### src/rtl/wb_cmd_master.sv
// Wishbone classic initiator: accepts one command at a time from a
// valid/ready stream, runs a single Wishbone cycle with bounded retry and an
// optional watchdog, and returns one response record per command.
module wb_cmd_master #(
    parameter int DATA_WIDTH   = 32,
    parameter int ADDR_WIDTH   = 32,
    parameter int SELECT_WIDTH = DATA_WIDTH / 8,
    parameter int RETRY_LIMIT  = 3,
    parameter int TIMEOUT      = 255
) (
    input  logic                    clk,
    input  logic                    rst,
    input  logic [ADDR_WIDTH-1:0]   cmd_addr,
    input  logic [DATA_WIDTH-1:0]   cmd_data,
    input  logic [SELECT_WIDTH-1:0] cmd_sel,
    input  logic                    cmd_we,
    input  logic                    cmd_valid,
    output logic                    cmd_ready,
    output logic [DATA_WIDTH-1:0]   rsp_data,
    output logic [1:0]              rsp_status,
    output logic                    rsp_valid,
    input  logic                    rsp_ready,
    output logic [ADDR_WIDTH-1:0]   wbm_adr_o,
    input  logic [DATA_WIDTH-1:0]   wbm_dat_i,
    output logic [DATA_WIDTH-1:0]   wbm_dat_o,
    output logic                    wbm_we_o,
    output logic [SELECT_WIDTH-1:0] wbm_sel_o,
    output logic                    wbm_stb_o,
    input  logic                    wbm_ack_i,
    input  logic                    wbm_err_i,
    input  logic                    wbm_rty_i,
    output logic                    wbm_cyc_o,
    output logic                    busy
);

    // Counter widths; a disabled feature still gets a 1-bit counter.
    localparam int TW = (TIMEOUT > 0) ? $clog2(TIMEOUT + 1) : 1;
    localparam int RW = (RETRY_LIMIT > 0) ? $clog2(RETRY_LIMIT + 1) : 1;

    localparam logic [1:0] ST_ACK     = 2'd0;
    localparam logic [1:0] ST_ERR     = 2'd1;
    localparam logic [1:0] ST_RTY     = 2'd2;
    localparam logic [1:0] ST_TIMEOUT = 2'd3;

    typedef enum logic [1:0] {
        S_IDLE,
        S_CYCLE,
        S_BACKOFF,
        S_RESP
    } state_t;

    state_t                  r_state;
    logic [RW-1:0]           r_retry;
    logic [TW-1:0]           r_timer;
    logic                    r_we;          // command direction, kept while we_o is forced low
    logic                    r_cmd_ready;
    logic [DATA_WIDTH-1:0]   r_rsp_data;
    logic [1:0]              r_rsp_status;
    logic                    r_rsp_valid;
    logic [ADDR_WIDTH-1:0]   r_adr;
    logic [DATA_WIDTH-1:0]   r_dat_o;
    logic                    r_we_o;
    logic [SELECT_WIDTH-1:0] r_sel;
    logic                    r_stb;
    logic                    r_cyc;
    logic                    r_busy;

    logic w_timeout;
    logic w_retry_left;

    // Watchdog fires on the last permitted cycle of cyc when nothing terminated it.
    assign w_timeout    = (TIMEOUT != 0) && (r_timer == TW'(TIMEOUT - 1));
    assign w_retry_left = (r_retry < RW'(RETRY_LIMIT));

    // Single FSM: all outputs are registered and updated together with the state.
    // NOTE: asynchronous reset clears every output register so cyc/stb drop the
    // moment rst rises, not at the next edge; all state uses non-blocking '<='
    // so every register samples pre-edge values regardless of statement order.
    always_ff @(posedge clk or posedge rst) begin
        if (rst) begin
            r_state      <= S_IDLE;
            r_retry      <= '0;
            r_timer      <= '0;
            r_we         <= 1'b0;
            r_cmd_ready  <= 1'b0;
            r_rsp_data   <= '0;
            r_rsp_status <= '0;
            r_rsp_valid  <= 1'b0;
            r_adr        <= '0;
            r_dat_o      <= '0;
            r_we_o       <= 1'b0;
            r_sel        <= '0;
            r_stb        <= 1'b0;
            r_cyc        <= 1'b0;
            r_busy       <= 1'b0;
        end else begin
            case (r_state)
                S_IDLE: begin
                    if (cmd_valid && r_cmd_ready) begin
                        r_adr       <= cmd_addr;
                        r_sel       <= cmd_sel;
                        r_we        <= cmd_we;
                        r_we_o      <= cmd_we;
                        r_dat_o     <= cmd_we ? cmd_data : '0;
                        r_cyc       <= 1'b1;
                        r_stb       <= 1'b1;
                        r_retry     <= '0;
                        r_timer     <= '0;
                        r_cmd_ready <= 1'b0;
                        r_busy      <= 1'b1;
                        r_state     <= S_CYCLE;
                    end else begin
                        r_cmd_ready <= 1'b1;
                    end
                end
                S_CYCLE: begin
                    if (wbm_err_i || wbm_ack_i || wbm_rty_i || w_timeout) begin
                        r_cyc  <= 1'b0;
                        r_stb  <= 1'b0;
                        r_we_o <= 1'b0;
                    end
                    if (wbm_err_i) begin
                        r_rsp_status <= ST_ERR;
                        r_rsp_data   <= '0;
                        r_rsp_valid  <= 1'b1;
                        r_state      <= S_RESP;
                    end else if (wbm_ack_i) begin
                        r_rsp_status <= ST_ACK;
                        r_rsp_data   <= r_we ? '0 : wbm_dat_i;
                        r_rsp_valid  <= 1'b1;
                        r_state      <= S_RESP;
                    end else if (wbm_rty_i) begin
                        if (w_retry_left) begin
                            r_retry <= r_retry + RW'(1);
                            r_state <= S_BACKOFF;
                        end else begin
                            r_rsp_status <= ST_RTY;
                            r_rsp_data   <= '0;
                            r_rsp_valid  <= 1'b1;
                            r_state      <= S_RESP;
                        end
                    end else if (w_timeout) begin
                        r_rsp_status <= ST_TIMEOUT;
                        r_rsp_data   <= '0;
                        r_rsp_valid  <= 1'b1;
                        r_state      <= S_RESP;
                    end else begin
                        r_timer <= r_timer + TW'(1);
                    end
                end
                S_BACKOFF: begin
                    r_cyc   <= 1'b1;
                    r_stb   <= 1'b1;
                    r_we_o  <= r_we;
                    r_timer <= '0;
                    r_state <= S_CYCLE;
                end
                S_RESP: begin
                    if (rsp_ready) begin
                        r_rsp_valid <= 1'b0;
                        r_cmd_ready <= 1'b1;
                        r_busy      <= 1'b0;
                        r_state     <= S_IDLE;
                    end
                end
                default: r_state <= S_IDLE;
            endcase
        end
    end

    assign cmd_ready  = r_cmd_ready;
    assign rsp_data   = r_rsp_data;
    assign rsp_status = r_rsp_status;
    assign rsp_valid  = r_rsp_valid;
    assign wbm_adr_o  = r_adr;
    assign wbm_dat_o  = r_dat_o;
    assign wbm_we_o   = r_we_o;
    assign wbm_sel_o  = r_sel;
    assign wbm_stb_o  = r_stb;
    assign wbm_cyc_o  = r_cyc;
    assign busy       = r_busy;

endmodule
### config.mk
export PLATFORM = sky130hd
export DESIGN_NAME = wb_cmd_master
export DESIGN_NICKNAME = d
export VERILOG_FILES = /design/src/rtl/wb_cmd_master.sv
export SDC_FILE = /design/constraint.sdc
export NUM_CORES = 1
export LEC_CHECK = 0
export BUFFER_PORTS_ARGS = -buffer_cell sky130_fd_sc_hd__buf_2
export CORE_MARGIN = 5
export CORE_UTILIZATION = 50
export CTS_BUF_LIST = sky130_fd_sc_hd__clkbuf_4 sky130_fd_sc_hd__clkbuf_8 sky130_fd_sc_hd__clkbuf_16
export DETAILED_ROUTE_END_ITERATION = 8
export PLACE_DENSITY = 0.85
export SYNTH_ARGS = -nofsm -noshare
export SYNTH_HDL_FRONTEND = slang
export SYNTH_SLANG_ARGS = --single-unit
### constraint.sdc
create_clock -name clk -period 10.89 [get_ports clk]
set_input_delay 1.6335 -clock clk [delete_from_list [all_inputs] [get_ports clk]]
set_output_delay 1.6335 -clock clk [all_outputs]
set_load 0.01 [all_outputs]
==> results, run 1 <==
- The worst hold endpoint is wbm_dat_o[3].
- For the final routed database, the setup TNS stands at 0 ps.
- The count of flip-flops with a built-in enable after synthesis is 0.
- Across the VDD grid, the largest voltage drop is between 0.0001 and 0.00015 V.
- The critical path start-end classification is input pin to flop.
- The top flip-flop cell by instance count after synthesis is dfrtp_1.
- The final layout contains routed wiring with a total length of approximately 14000 µm.
- The final worst setup slack is 7880 ps.
- The number of nets handed over by synthesis was 613.
- The worst path uses 27.6% of the clock period.
- The class of the tightest hold or removal check is flop to flop.
- The fill cell instance count of the final layout is 789.
- Counting every sink on the clock net gives 120.
- The number of buffers on the longest clock path is 2.
- The sequential share of the synthesized area is 57.6%.
- STA puts the critical path data arrival time at 3380 ps.
- The final-report hold violation count is 0.
- The pin count of the biggest net entering global routing is about 100.
- The post-CTS setup-driven buffer insertion count is 0.
- The worst setup path is launched from an input pin.
- The core region is 10200 µm².
- Routability-driven placement finished with a final weighted congestion of 0.823.
- Clock latency on the worst-skew pair, taken at its later pin, is 500 ps.
- For this design the static power due to leakage is approximately 3.6 nW.
- The post-route standard cell area excluding fillers is roughly 7000 µm².
- Along the worst hold path, the cell count comes to 2.
- Walking the worst path, the cells encountered are buf_2 -> or4b_1 -> nand3_2 -> mux2_2.
- The count of final max-slew check failures is 0.
- The max-cap violation count is 0.
- After clock tree synthesis, the flow added hold-fix buffers numbering 0.
- The worst slack at placement is 7440 ps.
- The gate count of the mapped netlist is 497.
- The biggest cell delay along the critical path is 670 ps.
- The worst path in the final design needs a cycle of 3010 ps, including I/O delays and setup.
- The routed via count divided by cell count is roughly 5.4.
- The largest individual stage delay along the critical path comes from the cell or4b_1.
- The number of ports placed on the die boundary is approximately 220.
- The effective utilization at floorplan is 50.9%.
- Dividing the synthesized area by the synthesized cell count gives 10.5 µm².
- The number of distinct library cells after synthesis is 43.
- The worst-path maximum fanout is 35.
- Across every metal layer, demand over resource in global routing totals 21.6%.
- The worst register-to-register path begins at r_state[1].
- The utilization after layout is between 60% and 70%.
- For this run, the number of Yosys warnings is 0.
- The clock-pin slew of the registers on the worst-case setup and hold paths is 50 ps.
- Summed over all layers, the global routing overflow is 0.
- The critical path data required time is 11260 ps.
- The floorplan step set the die height to 112 µm.
- Dividing the detail-routed wire length by the instance count gives roughly 16 µm.
- The number of antenna violations at the first check in global routing is 0.
- The first global-routing pass estimated 22400 µm of wire.
- 0 antenna diodes ended up in the layout.
- Of all flip-flops after synthesis, the portion carrying an async set or reset was between 90% and 100%.
- In this run the remaining antenna-violating nets after routing total 0.
- The number of global-route vias before repair is 4632.
- Among cell families on the critical path, the largest total delay comes from simple AND/OR/NAND/NOR gates.
- The floorplan die area is 12600 µm².
- In this run the number of cells on the critical path is 4.
- The ratio of cells with drive above 1 in the final layout is 42.0%.
- After the flow finishes, the layout carries non-filler instances totaling 846.
- The number of design rule violations left after detail routing is 0.
- Derived from the worst setup path, the maximum achievable clock frequency is 332 MHz.
- The iteration count of the initial detailed-routing pass is 6.
- Gates resized during post-CTS repair numbered 0.
- Across all register-to-register paths, the minimum setup slack is 8130 ps.
- The area growth from synthesis to final layout is 33.4%.
- The worst hold path begins at wbm_dat_o[3].
- STA classifies the critical path endpoint as a flop.
- Setup repair after global routing left no endpoint under its margin.
- The final HPWL from detailed placement is 9550 µm.
- The final layout contains 814 nets.
- The count of buffering cells on the critical path with inverters included is 1.
- TritonCTS built the clock tree.
- The run finished with clean final reports.
- In this run the power density over the cells is 279 nW/µm².
- The worst register-to-register path ends at r_timer[4].
- The clock root buffer is clkbuf_8.
- The placed cell area is 6360 µm².
- The overall die width is 112 µm.
- The instance count after placement with tap cells included is between 800 and 900.
- The total number of vias is 4591.
- After synthesis the netlist holds a flip-flop and latch count of between 100 and 150.
- The floorplan row count is 37.
- For the pin with the worst max-slew slack, the measured transition is 1150 ps.
- The number of I/O port buffers is 215.
- The largest clock skew in the final design is 8.76 ps.
- The summed instance area of the synthesized netlist is ~5200 µm².
- The H-tree was split into 4 levels.
- The count of endpoints failing setup in the final report is 0.
- The worst register-to-register path has a depth of 6.
- Registers take 3000 µm².
- In this run, CTS created clock tree buffers numbering 17.
- The headroom to the max-slew limit is 23.0%.
- The DRC violation total after the first TritonRoute iteration is 313.
- The area of combinational cells with multiple inputs is between 2000 and 2500 µm².
-- power by group --
part | internal (mW) | leakage [nW] | switching, mW
clock | 0.368 | 0.297 | 0.185
combinational | 0.279 | 1.72 | 0.381
sequential | 0.621 | 1.54 | 0.102
-- per-layer routing --
metal | vias up | global-route usage (%) | routed length [µm]
li1 | 2147 | - | -
met2 | 202 | 36.1 | 7150
met3 | 43 | 4.58 | 808
met1 | 2199 | 26.7 | 5280
met5 | - | 0 | 0
met4 | 0 | 10.7 | 461
-- flip-flops by register name, summed over array words and instances (netlist names) --
signal,cells
wbm_sel_o,4
rsp_status,2
wbm_dat_o,32
wbm_we_o,1
rsp_valid,1
wbm_cyc_o,1
r_state,2
wbm_adr_o,32
r_retry,2
rsp_data,32
r_we,1
r_timer,8
cmd_ready,1
busy,1
-- synthesized netlist by cell type, drive strengths merged (3+ instances only) --
| cell type | instances | area (µm²) |
|---|---|---|
| a21oi | 9 | 45.0 |
| buf | 12 | 61.3 |
| clkbuf | 24 | 90.1 |
| dfrtp | 120 | 3000 |
| ha | 8 | 100 |
| inv | 9 | 33.8 |
| mux2 | 39 | 439 |
| nand2 | 106 | 398 |
| nand3 | 12 | 65.1 |
| nor2 | 6 | 22.5 |
| nor3 | 5 | 35.0 |
| nor3b | 3 | 27.5 |
| o211ai | 4 | 30.0 |
| o21ai | 82 | 410 |
| o31ai | 32 | 240 |
-- worst max-delay path by stage --
stage | startpoint | to | slack (ps)
3_3_place_gp | wbm_ack_i | rsp_status[1] | 7490
6_report | wbm_ack_i | rsp_status[1] | 7880
3_5_place_dp | wbm_ack_i | rsp_status[1] | 7440
4_1_cts | wbm_ack_i | rsp_status[1] | 7940
2_1_floorplan | rst | busy | 6070
5_1_grt | wbm_ack_i | rsp_status[1] | 7850
-- metrics by stage --
stage / total power [mW] / hold WS (ps)
2_1_floorplan: 1.11 / 491
3_3_place_gp: 1.35 / 458
3_5_place_dp: 1.39 / 465
4_1_cts: 1.95 / 478
5_1_grt: 2.06 / 494
6_report: 1.94 / 473
-- worst reg2reg max path: cells and delay by family, from the launching register on --
family	cells	cell delay [ps]
AND/OR/NAND/NOR	3	1090
buffers and inverters	2	560
flip-flops	1	410
adder cells (fa/ha/maj)	1	620
-- cells by family (layout without fill, tap and decap cells) --
logic type                 count (synthesis)  count (layout)  synth area share (%)
DFF                                      120             120                  57.6
and+or+nand+nor                          144             144                  12.3
muxes                                     39              39                  8.43
buffers and inverters                     45             258                  3.55
AOI/OAI and AO/OA                        141             141                  16.1
adders and majority gates                  8               8                  1.92
-- layout by cell type (no fill, tap or decap), types with 2 or more instances in the layout --
| master | synthesis | final |
|---|---|---|
| bufinv_16 | 0 | 3 |
| inv_1 | 8 | 7 |
| and3_1 | 2 | 2 |
| nand3_1 | 11 | 10 |
| mux2_2 | 39 | 39 |
| clkbuf_16 | 0 | 16 |
| clkinv_2 | 0 | 5 |
| ha_1 | 8 | 8 |
| o211ai_1 | 4 | 4 |
| nand4_1 | 2 | 2 |
| nor3_2 | 2 | 2 |
| o21ai_0 | 73 | 73 |
| clkbuf_8 | 0 | 4 |
| o21a_1 | 2 | 2 |
| buf_4 | 1 | 3 |
| buf_2 | 10 | 215 |
| or4b_1 | 2 | 2 |
| nor3_1 | 3 | 3 |
| nor2_1 | 6 | 6 |
| a21oi_1 | 9 | 9 |
| dfrtp_1 | 120 | 120 |
| o21ai_1 | 9 | 9 |
| clkbuf_4 | 0 | 2 |
| nor3b_1 | 2 | 2 |
| o31ai_1 | 32 | 32 |
| a31oi_1 | 2 | 2 |
| nand2_1 | 106 | 106 |
-- layout make-up --
type                            instances  share of cell area [%]
Clock buffer                           22                    6.77
Sequential cell                       120                    43.2
Clock inverter                          9                    1.76
Multi-Input combinational cell        332                    29.5
Timing Repair Buffer                  218                    15.8
Tap cell                              136                    2.45
Inverter                                9                   0.522
Note: power is estimated with default switching activity, not from simulation.
==> run 2: changes to the inputs <==
- CORE_UTILIZATION: 50 -> 43
- PLACE_DENSITY: 0.85 -> 0.78
- clock period: 10.89 -> 2.7 ns (I/O delays scaled with it)
==> run 2 against run 1 <==
Clock power rose to 4.2 times the previous value. Via count down 1.8%. First-iteration DRC count increased by 1.3%. Clock skew fell by 0.50 ps.
==> results, run 2 (synthesized netlist as in run 1, its figures left out) <==
- The count of final max-slew check failures is 0.
- The kind of start point of the critical path is a flop.
- The final-report hold violation count is 0.
- The hold buffer count at CTS is 0.
- The placed cell area is roughly 6400 µm².
- The worst pin sits at a relative slew slack of 56.5%.
- The flow ran to the end, and the final reports show no timing, DRC or antenna violations.
- Across every metal layer, demand over resource in global routing totals between 10% and 20%.
- The mean routed wirelength per cell is 16.1 µm.
- The final route contains between 4000 and 5000 vias.
- In this run the critical register-to-register path is captured at rsp_data[16].
- The slew at the pin closest to its max-slew limit is 653 ps.
- The final HPWL from detailed placement is approximately 10000 µm.
- After the flow finishes, the layout carries non-filler instances totaling around 870.
- The clock-pin slew of the registers on the worst-case setup and hold paths is 50 ps.
- The class of the tightest hold or removal check is input pin to async pin.
- The post-CTS setup-driven buffer insertion count is 0.
- The floorplan step defined a die boundary enclosing 14400 µm².
- The die is 120 µm wide.
- The H-tree level count is 4.
- The count of endpoints failing setup in the final report is 0.
- After floorplanning, the core was sized to cover between 10000 and 15000 µm².
- The iteration count of the initial detailed-routing pass is 5.
- Once the floorplan was initialized, standard cells occupied a little over two fifths of the core.
- The worst setup path is captured at a flop.
- Cells fill 59.2% of the core in the end.
- The routed via count divided by cell count is 5.21.
- STA puts the critical path data required time at 2970 ps.
- The floorplan row count is 40.
- The setup path with the least slack is of type flop to flop.
- Leaving out fill and tap cells, the most frequent cells in the layout are buf_2, dfrtp_1, nand2_1.
- The routability congestion estimate from global placement is 0.774.
- The number of antenna violations at the first check in global routing came to 0.
- The part of the cycle the worst path needs is 77.7%.
- The clock root buffer is clkbuf_16.
- For the final routed database, the setup TNS stands at 0 ps.
- After detailed placement, the design holds a cell count of 833.
- The total overflow left after global routing is 0.
- 0 antenna diodes ended up in the layout.
- The tool flagged a number of max-cap violations equal to 0.
- The ratio of cells with drive above 1 in the final layout is ~43%.
- Counting every sink on the clock net gives 120.
- Port buffering added 215 buffers.
- The number of cells traversed by the worst register-to-register path is 5.
- Setup slack on the worst reg-to-reg path comes out at 600 ps.
- The most common cell after layout, fill and taps aside is buf_2.
- The number of nets at the end of the flow is 821.
- The data arrival at the endpoint of the critical path is roughly 2400 ps.
- The clock period could shrink to 2100 ps.
- The area growth from synthesis to final layout is 35.8%.
- The pin count of the biggest net entering global routing is ~120.
- TritonCTS built the clock tree.
- The number of buffers on the longest clock path is 2.
- The DRC violation total after the first TritonRoute iteration is 317.
- The fmax is 477 MHz.
- The wire length of the first global-routing pass is 22800 µm.
- The number of gates given a new drive strength after cts is 0.
- The number of buffers created by CTS is 17.
- The final wirelength is 13900 µm.
- The number of ports placed on the die boundary is 216.
- Between clock sinks in the finished design, the worst skew comes to 8.26 ps.
- The number of global-route vias before repair is 4682.
- The worst-path maximum fanout is 25.
- The total leakage power is approximately 3.6 nW.
- Fill cells in the final layout number 988.
- The power density of the placed cells is 1130 nW/µm².
- The number of design rule violations left after detail routing is 0.
- The clock latency reported for the late side of the worst-skew pair is 400 ps.
- The post-route standard cell area excluding fillers is 7080 µm².
- The maximum vdd drop is 0.000639 V.
- The die extent in y is about 120 µm.
- The startpoint identified for the worst register-to-register timing path is r_retry[0].
- Setup repair after global routing left no endpoint under its margin.
- The detail route stage leaves a number of antenna-violating nets equal to 0.
-- run 2: worst max path at each step --
stage,cells after the start,endpoint,start
floorplan,7,wbm_we_o,r_state[0]
global placement,6,wbm_we_o,r_state[0]
detailed placement,5,rsp_data[13],r_retry[0]
CTS,5,rsp_data[13],r_retry[0]
global route,5,rsp_data[16],r_retry[0]
finish,5,rsp_data[16],r_retry[0]
-- run 2: metrics by stage --
step | total power [mW] | hold slack [ps] | worst slack [ps]
detailed placement | 5.67 | 465 | 626
floorplan | 4.48 | 491 | 769
global route | 8.47 | 198 | 473
finish | 7.97 | 164 | 602
CTS | 8.05 | 208 | 601
global placement | 5.53 | 458 | 715
-- run 2: area by class of cell --
cell class	count	area (µm²)	area share (%)
flip-flops and latches	120	3000	42.4
clock buffers	25	510	7.21
multi-input cells	332	2050	29.0
repair buffers	225	1180	16.6
inverters	9	37.5	0.531
clock inverters	7	115	1.63
well taps	147	184	2.60
-- run 2: layer usage --
metal	vias to the layer above	part of all wire (%)	track usage (%)
met3	26	5.6	5.14
met5	-	0	0
li1	2166	-	-
met4	0	2.4	9.31
met2	159	51	32.7
met1	2158	41	23.3
-- run 2: where the power goes --
part	leakage (nW)	total, mW	internal [mW]	switching (mW)
logic	1.76	2.71	1.17	1.54
clock network	0.307	2.35	1.59	0.760
registers	1.54	2.91	2.50	0.408
-- run 2: critical path, stage by stage, from the launching register on --
cell and delay [ps]:
dfrtp_1 410, ha_1 250, or4b_1 600, nand3_2 260, buf_4 300, o21ai_0 140
